**src/rtl/lpc_frame_ctrl.sv**
```systemverilog
// LPC encoder frame sequencer: ping-pong write tracking, per-frame LDR/freq-scan/latch sequence.
// Optional LPC_FRAME_CTRL_STATS_EN adds frames_done / frames_dropped counters.
module lpc_frame_ctrl #(
    parameter int AW      = 8,
    parameter int TIMEOUT = 1023
) (
    input  logic          clk,
    input  logic          rst,
    input  logic          enable,
    input  logic          v,
    input  logic [AW-1:0] rate,
    input  logic          ldr_done,
    input  logic          clr,
    output logic [AW:0]   wr_addr,
    output logic [AW:0]   rd_addr,
    output logic          frame_end,
    output logic          thr_load,
    output logic          peak_rst,
    output logic          peak_v,
    output logic          ldr_rst,
    output logic          ldr_start,
    output logic          freq_rst,
    output logic          freq_v,
    output logic          latch,
    output logic          busy,
    output logic          overrun,
`ifdef LPC_FRAME_CTRL_STATS_EN
    output logic [15:0]   frames_done,
    output logic [15:0]   frames_dropped,
`endif
    output logic          timeout
);

    // state  | meaning
    // IDLE   | waiting for a frame boundary
    // RST    | one-cycle reset of peak, LDR and freq estimator
    // LDR    | LDR solve running, timeout counter armed
    // FREQ   | scanning the read bank, one address per cycle
    // LATCH  | one-cycle coefficient latch
    typedef enum logic [2:0] {S_IDLE, S_RST, S_LDR, S_FREQ, S_LATCH} state_t;

    localparam int TW = $clog2(TIMEOUT + 1);

    state_t        state;
    logic [AW-1:0] rate_q;
    logic [AW-1:0] rate_clamp;
    logic [AW-1:0] rate_eff;
    logic [AW-1:0] rd_len;
    logic          rate_ld;
    logic          rd_bank;
    logic [TW-1:0] tmo;
    logic          sample_acc;
    logic          boundary;
    logic          tmo_exp;
    logic          idle_next;

    assign rate_clamp = (rate == '0) ? AW'(1) : rate;
    // rate_q is not yet loaded in the first cycle after reset release
    assign rate_eff   = rate_ld ? rate_q : rate_clamp;
    assign sample_acc = v & enable;
    assign boundary   = sample_acc & (wr_addr[AW-1:0] == rate_eff);
    assign tmo_exp    = (state == S_LDR) & ~ldr_done & (tmo == '0);
    // FSM will be IDLE when this boundary's frame_end is seen, so the frame is accepted
    assign idle_next  = ((state == S_IDLE) & ~frame_end) | (state == S_LATCH) | tmo_exp;

    always_ff @(posedge clk or negedge rst) begin
        if (!rst) begin
            wr_addr   <= '0;
            rate_q    <= '0;
            rate_ld   <= 1'b0;
            frame_end <= 1'b0;
            thr_load  <= 1'b0;
            peak_v    <= 1'b0;
            rd_bank   <= 1'b0;
            rd_len    <= '0;
        end else begin
            frame_end <= 1'b0;
            thr_load  <= 1'b0;
            peak_v    <= enable;
            if (!rate_ld) begin
                rate_q  <= rate_clamp;
                rate_ld <= 1'b1;
            end
            if (sample_acc) begin
                if (boundary) begin
                    wr_addr   <= {~wr_addr[AW], {AW{1'b0}}};
                    frame_end <= 1'b1;
                    rate_q    <= rate_clamp;
                    rate_ld   <= 1'b1;
                    if (idle_next) begin
                        thr_load <= 1'b1;
                        rd_bank  <= wr_addr[AW];
                        rd_len   <= rate_eff;
                    end
                end else begin
                    wr_addr[AW-1:0] <= wr_addr[AW-1:0] + AW'(1);
                end
            end
        end
    end

    always_ff @(posedge clk or negedge rst) begin
        if (!rst) begin
            state     <= S_IDLE;
            rd_addr   <= '0;
            peak_rst  <= 1'b0;
            ldr_rst   <= 1'b0;
            ldr_start <= 1'b0;
            freq_rst  <= 1'b0;
            freq_v    <= 1'b0;
            latch     <= 1'b0;
            busy      <= 1'b0;
            overrun   <= 1'b0;
            timeout   <= 1'b0;
            tmo       <= '0;
`ifdef LPC_FRAME_CTRL_STATS_EN
            frames_done    <= '0;
            frames_dropped <= '0;
`endif
        end else begin
            // clear first so a same-cycle set below takes priority
            if (clr) begin
                overrun <= 1'b0;
                timeout <= 1'b0;
            end
            if (frame_end && state != S_IDLE) begin
                overrun <= 1'b1;
`ifdef LPC_FRAME_CTRL_STATS_EN
                frames_dropped <= frames_dropped + 16'd1;
`endif
            end
            case (state)
                S_IDLE: begin
                    if (frame_end) begin
                        state    <= S_RST;
                        peak_rst <= 1'b1;
                        ldr_rst  <= 1'b1;
                        freq_rst <= 1'b1;
                        busy     <= 1'b1;
                    end
                end
                S_RST: begin
                    peak_rst  <= 1'b0;
                    ldr_rst   <= 1'b0;
                    freq_rst  <= 1'b0;
                    ldr_start <= 1'b1;
                    tmo       <= TW'(TIMEOUT - 1);
                    state     <= S_LDR;
                end
                S_LDR: begin
                    if (ldr_done) begin
                        ldr_start <= 1'b0;
                        freq_v    <= 1'b1;
                        rd_addr   <= {rd_bank, {AW{1'b0}}};
                        state     <= S_FREQ;
                    end else if (tmo == '0) begin
                        ldr_start <= 1'b0;
                        timeout   <= 1'b1;
                        busy      <= 1'b0;
                        state     <= S_IDLE;
                    end else begin
                        tmo <= tmo - TW'(1);
                    end
                end
                S_FREQ: begin
                    if (rd_addr[AW-1:0] == rd_len) begin
                        freq_v <= 1'b0;
                        latch  <= 1'b1;
                        state  <= S_LATCH;
                    end else begin
                        rd_addr[AW-1:0] <= rd_addr[AW-1:0] + AW'(1);
                    end
                end
                S_LATCH: begin
                    latch <= 1'b0;
                    busy  <= 1'b0;
                    state <= S_IDLE;
`ifdef LPC_FRAME_CTRL_STATS_EN
                    frames_done <= frames_done + 16'd1;
`endif
                end
                default: state <= S_IDLE;
            endcase
        end
    end

endmodule

```
**config.mk**
```make
export PLATFORM = sky130hd
export DESIGN_NAME = lpc_frame_ctrl
export DESIGN_NICKNAME = d
export VERILOG_FILES = /design/src/rtl/lpc_frame_ctrl.sv
export SDC_FILE = /design/constraint.sdc
export NUM_CORES = 1
export LEC_CHECK = 0
export BUFFER_PORTS_ARGS = -buffer_cell sky130_fd_sc_hd__buf_2
export CAP_MARGIN = 10
export CORE_ASPECT_RATIO = 1.25
export CORE_UTILIZATION = 57
export DETAILED_ROUTE_END_ITERATION = 16
export PLACE_DENSITY = 0.8
export SLEW_MARGIN = 20
export SYNTH_ARGS = -nofsm -noshare
export SYNTH_HDL_FRONTEND = slang
export SYNTH_SLANG_ARGS = --single-unit
export TNS_END_PERCENT = 10
```
**constraint.sdc**
```tcl
create_clock -name clk -period 2.97 [get_ports clk]
set_clock_uncertainty 0.15 [all_clocks]
set_input_delay 0.1485 -clock clk [delete_from_list [all_inputs] [get_ports clk]]
set_output_delay 0.1485 -clock clk [all_outputs]
set_load 0.01 [all_outputs]
```
==> results of run 1 <==
-- layout make-up --
| cell class | instances | area (µm²) | area share [%] |
|---|---|---|---|
| flip-flops and latches | 59 | 1476 | 40.99 |
| multi-input cells | 197 | 1370 | 38.03 |
| repair buffers | 61 | 375.4 | 10.42 |
| clock buffers | 12 | 155.1 | 4.307 |
| well taps | 62 | 77.57 | 2.154 |
| inverters | 20 | 75.07 | 2.084 |
| clock inverters | 4 | 72.57 | 2.015 |
-- routing by layer --
| metal | vias up | global-route usage, % | routed length, µm |
|---|---|---|---|
| li1 | 1114 | - | - |
| met1 | 1120 | 33.21 | 2656 |
| met2 | 68 | 41.87 | 3321 |
| met3 | 18 | 5.495 | 255 |
| met4 | 0 | 13.54 | 207 |
| met5 | - | 0 | 0 |
-- logic make-up after synthesis --
| family | after synthesis | synth area share [%] |
|---|---|---|
| and+or+nand+nor | 95 | 16.81 |
| DFF | 59 | 49.48 |
| AOI/OAI and AO/OA | 38 | 8.344 |
| xor gates and xnor gates | 32 | 9.392 |
| buffers and inverters | 31 | 4.612 |
| muxes | 27 | 9.560 |
| adders and majority gates | 4 | 1.677 |
| other | 1 | 0.1257 |
-- power groups by stage --
stage	Sequential, mW	Combinational [mW]	Clock (mW)
final	1.07	0.646	0.825
after global routing	1.09	0.719	0.861
after CTS	1.07	0.643	0.827
after detailed placement	1.08	0.623	0
after global placement	1.08	0.605	0
after floorplan	1.07	0.416	0
-- registers in the layout (all words and copies together), names as in the netlist, 3 cells and up --
register / count
rate_q: 8
rd_addr: 9
rd_len: 8
state: 3
tmo: 10
wr_addr: 9
-- per-stage QoR --
stage                     util (%)  cell area, µm²  setup slack [ns]  instances  total power, mW
after global routing         71.42            3602            0.1823        415            2.670
after floorplan                  -            2984            0.8632        287            1.489
after CTS                    71.42            3602            0.3974        415            2.539
after detailed placement     64.92            3274            0.3953        389            1.704
after global placement       64.92            3274            0.4788        389            1.684
final                        71.42            3602            0.3432        415            2.544
-- critical path, stage by stage (launching register included) --
cell and delay [ns]:
dfrtp_1 0.62, mux2i_1 0.32, xnor2_1 0.17, nor4_4 0.47
nand4_1 0.36, buf_4 0.28, mux2i_1 0.12
-- worst max-delay path by stage --
| stage | slack (ns) | cells after the start | endpoint |
|---|---|---|---|
| floorplan | 0.86 | 7 | rd_bank |
| global placement | 0.48 | 6 | rd_len[7] |
| detailed placement | 0.40 | 6 | rd_len[7] |
| CTS | 0.40 | 6 | rd_len[7] |
| global route | 0.18 | 6 | rd_len[4] |
| finish | 0.34 | 6 | rd_len[7] |
-- cells in the final DEF, fill, tap and decap left out, drive strengths merged, types with 4 or more instances in the layout --
| cell | synthesis | layout |
|---|---|---|
| nand3 | 11 | 11 |
| nor4 | 8 | 8 |
| clkbuf | 4 | 12 |
| nor2 | 20 | 20 |
| nor3 | 10 | 10 |
| ha | 4 | 4 |
| nand2 | 25 | 25 |
| buf | 7 | 51 |
| a21oi | 9 | 9 |
| mux2 | 9 | 9 |
| and3 | 7 | 7 |
| xnor2 | 14 | 14 |
| a31oi | 6 | 6 |
| xor2 | 18 | 18 |
| inv | 20 | 20 |
| dfrtp | 59 | 59 |
| dlygate4sd3 | 0 | 10 |
| mux2i | 18 | 18 |
| o21ai | 10 | 10 |
==> flow_summary.toml, run 1 <==
[synth]
synth.most_common_cell = "dfrtp_1"
ys_ff_latch = 59
synth.area.top_cells = "dfrtp_1 (49%), mux2i_1 (6.0%), xor2_1 (5.3%)"
yosysUniqueCellTypes = 47
ys.flop_type = "dfrtp_1"
netlist_area_um2 = 2984
yosys.area.top_type = "dfrtp_1"
yosysTopAreaCellShare_pct = 49.48
ys_seq_area_share_pct = 49.48
synth.yosys.warnings = 0
async_reset_ff_share_pct = 100.0
syn_avg_cell_area_um2 = 10.40
yosys-top-cells-count = "dfrtp_1 (59), nand2_1 (25), inv_1 (20), nor2_1 (20)"
syn_nets = 305
syn_inst = 287
synth_edf_count = 0

[power]
p_sw_uw = 841.8
leakagePower_nw = 1.728
seq_power_share_pct = 42.2
p_per_area_nw_per_um2 = 706.1
swShare_pct = 33.10
internal_power_mw = 1.702
clockPowerShare_pct = 32.4
ir_drop_uv = 530.6
p_comb_share_pct = 25.4

[timing]
hold_viol = 1
rsz0062_at_grt = "no"
tightestPinTransition_ns = 0.7527
fin_crit_sh_pct = 88.45
slew_headroom_pct = 49.82
whs_ns = -0.005396
setup_viol = 0
fin_crit_ns = 2.627
finalSetupTns_ns = 0
slew_viol_final = 0
max_freq_mhz = 380.7

[hold_path]
holdCritStartpoint = "ldr_done"
min_to = "state[0]"
min_path_cells = 2
hold_class = "in2reg"

[floorplanning]
die_y_um = 82.90
initial_core_util_pct = 59.17
core_area_um2 = 5044
rows = 29
fp.dieArea_um2 = 5530
chipWidth_um = 66.72
ioPinCount = 44

[cts]
numClockSinks = 59
cts_max_level = 3
postCtsResizedCells = 0
clock_latency_ns = 0.34
cts_tree = "built"
clock_path_buffers = 2
hold_buffers = 10
cts_made_buffers = 9
cts-root-buf = "clkbuf_8"
path_clk_slew_ns = 0.07
cts_setup_buffers = 0

[worst_setup_path]
reg2reg_from = "rate_ld"
ff2ff_setup_slack_ns = 0.34
critPathLaunchType = "register"
crit_required_ns = 3.03
crit_path_max_fanout = 10
crit_path_end_kind = "register"
r2r_end = "rd_len[7]"
crit_type = "reg2reg"
critPathLaunch = "rate_ld"
r2r_cells = 6
critPathArrivalTime_ns = 2.69

[global_route]
grtUsageTotal_pct = 26.35
first_global_vias = 2293
antenna_found_initial = 0
overflow = 0
grt_max_degree = 36
grt_pass1_wl_mm = 10.74

[layout]
nets = 366
syn_to_final_growth_pct = 20.71
antenna_cells = 0
fillers = 363
drive_gt1_share_pct = 22.38

[detailed_routing]
ant_nets = 0
viasPerCell = 5.590
wl_mm = 6.440
firstDrtPassIters = 4
routedWlPerCell_um = 15.52
vias = 2320
drc = 0
drt_iter0_markers = 135

[placed_design]
dp.final_hpwl_mm = 4.371
port_buffers = 43
place_congestion = 0.8405

[outcome]
status = "complete, but fails checks"
violations = "hold timing"

[job]
max-cap-violations = 0
No activity file was read; power rests on OpenSTA's default activity.
==> run 2: changes to the inputs <==
--- a/config.mk
+++ b/config.mk
@@ -7,8 +7,9 @@
 export LEC_CHECK = 0
 export BUFFER_PORTS_ARGS = -buffer_cell sky130_fd_sc_hd__buf_2
 export CAP_MARGIN = 10
-export CORE_ASPECT_RATIO = 1.25
+export CORE_ASPECT_RATIO = 0.7
 export CORE_UTILIZATION = 57
+export CTS_CLUSTER_SIZE = 20
 export DETAILED_ROUTE_END_ITERATION = 16
 export PLACE_DENSITY = 0.8
 export SLEW_MARGIN = 20
==> constraint.sdc (replaced) <==
create_clock -name clk -period 2.97 [get_ports clk]
set_clock_uncertainty 0.15 [all_clocks]
set_input_delay 0.4455 -clock clk [delete_from_list [all_inputs] [get_ports clk]]
set_output_delay 0.4455 -clock clk [all_outputs]
set_load 0.01 [all_outputs]
==> run 2 against run 1 <==
The run now ends clean; via count is 2.8% lower; design area is 3.5% lower; die area hardly changed; combinational power hardly changed; power is 4.7% lower; hold slack better by 0.033 ns; wire length is 6.5% lower; sequential cell count stayed put; critical endpoint is now wr_addr[0].
==> flow_summary.toml, run 2 (synthesis gave the netlist of run 1 again) <==
[layout]
stdcell_count = 412
reg.largest.list = "tmo (10), rd_addr (9), wr_addr (9)"
nets = 356
regMostFlops = "tmo"
largest_reg_flops = 10
layout_common_cells = "dfrtp_1 (59), buf_2 (43), nand2_1 (25)"
fillers = 386
drive_gt1_share_pct = 23.03
syn_to_final_growth_pct = 16.52
antenna_cells = 0
final_common_cell = "dfrtp_1"

[power]
ir_drop_uv = 372.8
clockPowerShare_pct = 29.4
swShare_pct = 34.48
seq_power_share_pct = 44.0
p_comb_share_pct = 26.6
internal_power_mw = 1.589
leakagePower_nw = 1.673
p_sw_uw = 836.3
p_per_area_nw_per_um2 = 697.5
p_total_mw = 2.425

[cts]
numClockSinks = 59
hold_buffers = 0
clock_latency_ns = 0.34
clock_path_buffers = 2
cts_made_buffers = 9
postCtsResizedCells = 0
cts_max_level = 3
cts_setup_buffers = 0
cts-root-buf = "clkbuf_8"
cts_tree = "built"
path_clk_slew_ns = 0.06

[timing]
slew_headroom_pct = 48.20
setup_viol = 0
fin_crit_ns = 2.513
hold_viol = 0
max_freq_mhz = 398.0
rsz0062_at_grt = "no"
fin_crit_sh_pct = 84.60
finalSetupTns_ns = 0
slew_viol_final = 0
tightestPinTransition_ns = 0.7770

[detailed_routing]
drc = 0
wl_mm = 6.021
ant_nets = 0
firstDrtPassIters = 5
vias = 2256
drt_iter0_markers = 148
routedWlPerCell_um = 14.61
viasPerCell = 5.476

[worst_setup_path]
cpLargestDelayFamily = "simple AND/OR/NAND/NOR gates"
cp_num_buf_inv = 0
critPathArrivalTime_ns = 2.57
cpMaxStageDelayCell = "dfrtp_1"
cp_cell_sequence = "mux2i_1 -> xnor2_1 -> nor4_4 -> and3_1 -> o21ai_0"
crit_type = "reg2reg"
reg2reg_from = "rate_ld"
r2r_end = "wr_addr[0]"
critPathLaunchType = "register"
ff2ff_setup_slack_ns = 0.46
crit_path_end_kind = "register"
r2r_cells = 5
max_stage_delay_ns = 0.63
crit_required_ns = 3.03
crit_path_max_fanout = 10

[floorplanning]
chipWidth_um = 88.48
fp.dieArea_um2 = 5533
ioPinCount = 44
rows = 21
core_area_um2 = 4913
die_y_um = 62.54
initial_core_util_pct = 60.73

[hold_path]
hold_class = "in2async"

[global_route]
first_global_vias = 2174
overflow = 0
grt_max_degree = 35
antenna_found_initial = 0
grt_pass1_wl_mm = 10.54
grtUsageTotal_pct = 25.49

[job]
max-cap-violations = 0

[placed_design]
port_buffers = 43
dp_cells = 396
dp.final_hpwl_mm = 4.521
place_congestion = 0.8291

[outcome]
status = "completed"
[run 2: worst max-delay path by stage]
stage | start | end | slack, ns | cells past startpoint
2_1_floorplan | rate_ld | rd_bank | 0.86 | 7
3_3_place_gp | rate_ld | rate_q[6] | 0.45 | 5
3_5_place_dp | rate_ld | rate_q[6] | 0.45 | 5
4_1_cts | rate_ld | rate_q[6] | 0.44 | 5
5_1_grt | rate_ld | wr_addr[0] | 0.28 | 5
6_report | rate_ld | wr_addr[0] | 0.46 | 5
[run 2: final cells by class]
cell class                 count  area, µm²  area share (%)
clock inverter                 5      52.55           1.511
timing repair buffer          51      275.3           7.917
clock buffer                  11      141.4           4.066
tap                           69      86.33           2.483
inverter                      20      75.07           2.159
sequential                    59       1476           42.46
multi-input combinational    197       1370           39.40
[run 2: worst reg2reg max path: cells and delay by family (launching register included)]
family / cells / cell delay (ns)
AO/OA/AOI/OAI: 1 / 0.16
multiplexers: 1 / 0.38
flip-flops: 1 / 0.63
AND/OR/NAND/NOR: 2 / 0.90
XOR/XNOR: 1 / 0.15
[run 2: layer usage]
metal  vias to the layer above  wire [µm]  global-route usage [%]  part of all wire (%)
met4                         0         43                   5.444                  0.71
met3                         6        273                   8.983                   4.5
met5                         -          0                       0                     0
met2                        50       2607                   35.96                    43
li1                       1099          -                       -                     -
met1                      1101       3096                   37.78                    51
[run 2: through the flow]
stage	instance area, µm²	hold slack [ns]	utilization, %	setup WS, ns
finish	3477	0.02766	70.77	0.4572
global route	3477	0.07368	70.77	0.2794
CTS	3477	0.03740	70.77	0.4367
detailed placement	3283	0.3166	66.82	0.4453
global placement	3283	0.3138	66.82	0.4485
floorplan	2984	-0.00009107	-	0.8632
[run 2: power by group through the flow]
stage	Clock, mW	Sequential [mW]	Combinational [mW]
6_report	0.713	1.07	0.644
3_5_place_dp	0	1.08	0.641
3_3_place_gp	0	1.07	0.622
5_1_grt	0.767	1.09	0.736
4_1_cts	0.730	1.07	0.645
2_1_floorplan	0	1.07	0.416
==> run 3: changes to the inputs <==
==> constraint.sdc (replaced) <==
create_clock -name clk -period 2.5 [get_ports clk]
set_clock_uncertainty 0.15 [all_clocks]
set_input_delay 0.375 -clock clk [delete_from_list [all_inputs] [get_ports clk]]
set_output_delay 0.375 -clock clk [all_outputs]
set_load 0.01 [all_outputs]
==> run 3 against run 2 <==
Register-to-register slack lost 0.29 ns; global-route usage grew 1.1 points; worst setup slack lost 0.29 ns; cell count grew 1.5%; largest cell class unchanged; design area grew 0.94%; clock power grew 3%; clock-buffer cell count grew 1; first-iteration DRC count grew 10%.
==> flow_summary.toml, run 3 (synthesis gave the netlist of run 1 again) <==
[outcome]
status = "completed"

[detailed_routing]
wl_met2_mm = 2.764
firstDrtPassIters = 4
drt_iter0_markers = 163
ant_nets = 0
wl_met3_um = 414
route.top_layer_used = "met4"
vias = 2379
wl_mm = 6.290
drc = 0
viasPerCell = 5.691
wl_met1_mm = 3.038
routedWlPerCell_um = 15.05

[hold_path]
hold_class = "in2async"

[worst_setup_path]
r2r_cells = 6
cp_cell_sequence = "mux2i_1 -> xnor2_1 -> nor4_4 -> nand4_1 -> buf_4 -> mux2i_1"
crit_required_ns = 2.56
ff2ff_setup_slack_ns = 0.17
reg2reg_from = "rate_ld"
r2r_end = "rd_len[5]"
crit_type = "reg2reg"
max_stage_delay_ns = 0.48
critPathArrivalTime_ns = 2.40
cpMostUsedCell = "mux2i_1"
critPathLaunchType = "register"
crit_path_max_fanout = 9
cpMaxStageDelayCell = "dfrtp_2"
crit_path_end_kind = "register"

[timing]
max_freq_mhz = 428.8
fin_crit_sh_pct = 93.29
rsz0062_at_grt = "no"
slew_headroom_pct = 52.00
slew_viol_final = 0
fin_crit_ns = 2.332
setup_viol = 0
tightestPinTransition_ns = 0.7200
finalSetupTns_ns = 0
hold_viol = 0
whs_ns = 0.01682
setup_slack_ns = 0.1679

[floorplanning]
fp.dieArea_um2 = 5533
chipWidth_um = 88.48
die_y_um = 62.54
rows = 21
initial_core_util_pct = 60.73
core_area_um2 = 4913
ioPinCount = 44

[job]
max-cap-violations = 0

[layout]
reg.largest.list = "tmo (10), rd_addr (9), wr_addr (9)"
syn_to_final_growth_pct = 17.61
fin_area_um2 = 3510
drive_gt1_share_pct = 24.36
regMostFlops = "tmo"
stdcell_count = 418
largest_reg_flops = 10
layout_common_cells = "dfrtp_1 (58), buf_2 (43), nand2_1 (25)"
antenna_cells = 0
nets = 363
postLayoutCoreUtil_pct = 71.43
final_common_cell = "dfrtp_1"

[power]
leakagePower_nw = 1.695
p_per_area_nw_per_um2 = 792.9
ir_drop_uv = 519.0
p_total_mw = 2.783

[global_route]
overflow = 0
grtUsageTotal_pct = 26.59
antenna_found_initial = 0
grt_pass1_wl_mm = 10.89
first_global_vias = 2231
grt_max_degree = 60

[placed_design]
dp.final_hpwl_mm = 4.576
port_buffers = 43
place_congestion = 0.8843
dp_cells = 402
place_area_um2 = 3328
place_ws_ns = 0.03594

[cts]
numClockSinks = 59
cts_made_buffers = 9
cts_max_level = 3
cts_tree = "built"
path_clk_slew_ns = 0.06
clock_path_buffers = 2
cts-root-buf = "clkbuf_8"
clock_latency_ns = 0.34
[run 3: changes by cell type in the layout (fill, tap and decap cells not counted), sizes merged]
cell / delta
buf: +6
bufinv: -1
clkbuf: +1
clkinvlp: -1
dlygate4sd3: +1
[run 3: worst max path at each step]
stage                       start   endpoint  cells past startpoint
final                     rate_ld  rd_len[5]                      6
after global routing      rate_ld  rd_len[5]                      6
after CTS                 rate_ld  rate_q[5]                      6
after detailed placement  rate_ld  rate_q[5]                      6
after global placement    rate_ld  rate_q[6]                      5
after floorplan           rate_ld    rd_bank                      7
[run 3: layout make-up]
class	instances	area, µm²
Timing Repair Buffer	58	330.3
Tap cell	69	86.33
Clock inverter	3	15.01
Fill cell	372	1404
Inverter	20	75.07
Clock buffer	12	145.1
Sequential cell	59	1478
Multi-Input combinational cell	197	1380
[run 3: critical path, delay by kind of cell, from the launching register on]
kind                   cells  cell delay, ns
buffers and inverters      1            0.24
flip-flops                 1            0.48
XOR/XNOR                   1            0.15
multiplexers               2            0.48
AND/OR/NAND/NOR            2            0.70
[run 3: routing by layer]
| metal | GRT usage [%] | vias to the layer above |
|---|---|---|
| li1 | - | 1111 |
| met1 | 39.21 | 1184 |
| met2 | 36.83 | 73 |
| met3 | 8.851 | 11 |
| met4 | 8.468 | 0 |
| met5 | 0 | - |
[run 3: where the power goes]
part	switching [mW]	internal, mW
Sequential	0.179	1.09
Combinational	0.459	0.321
Clock	0.355	0.376
[run 3: what timing repair did]
action | in CTS | in global routing
setup buffers | 0 | 0
resized for setup | 0 | 4
hold endpoints to repair | 1 | 0
setup endpoints to repair | 0 | 24
hold buffers | 1 | 0
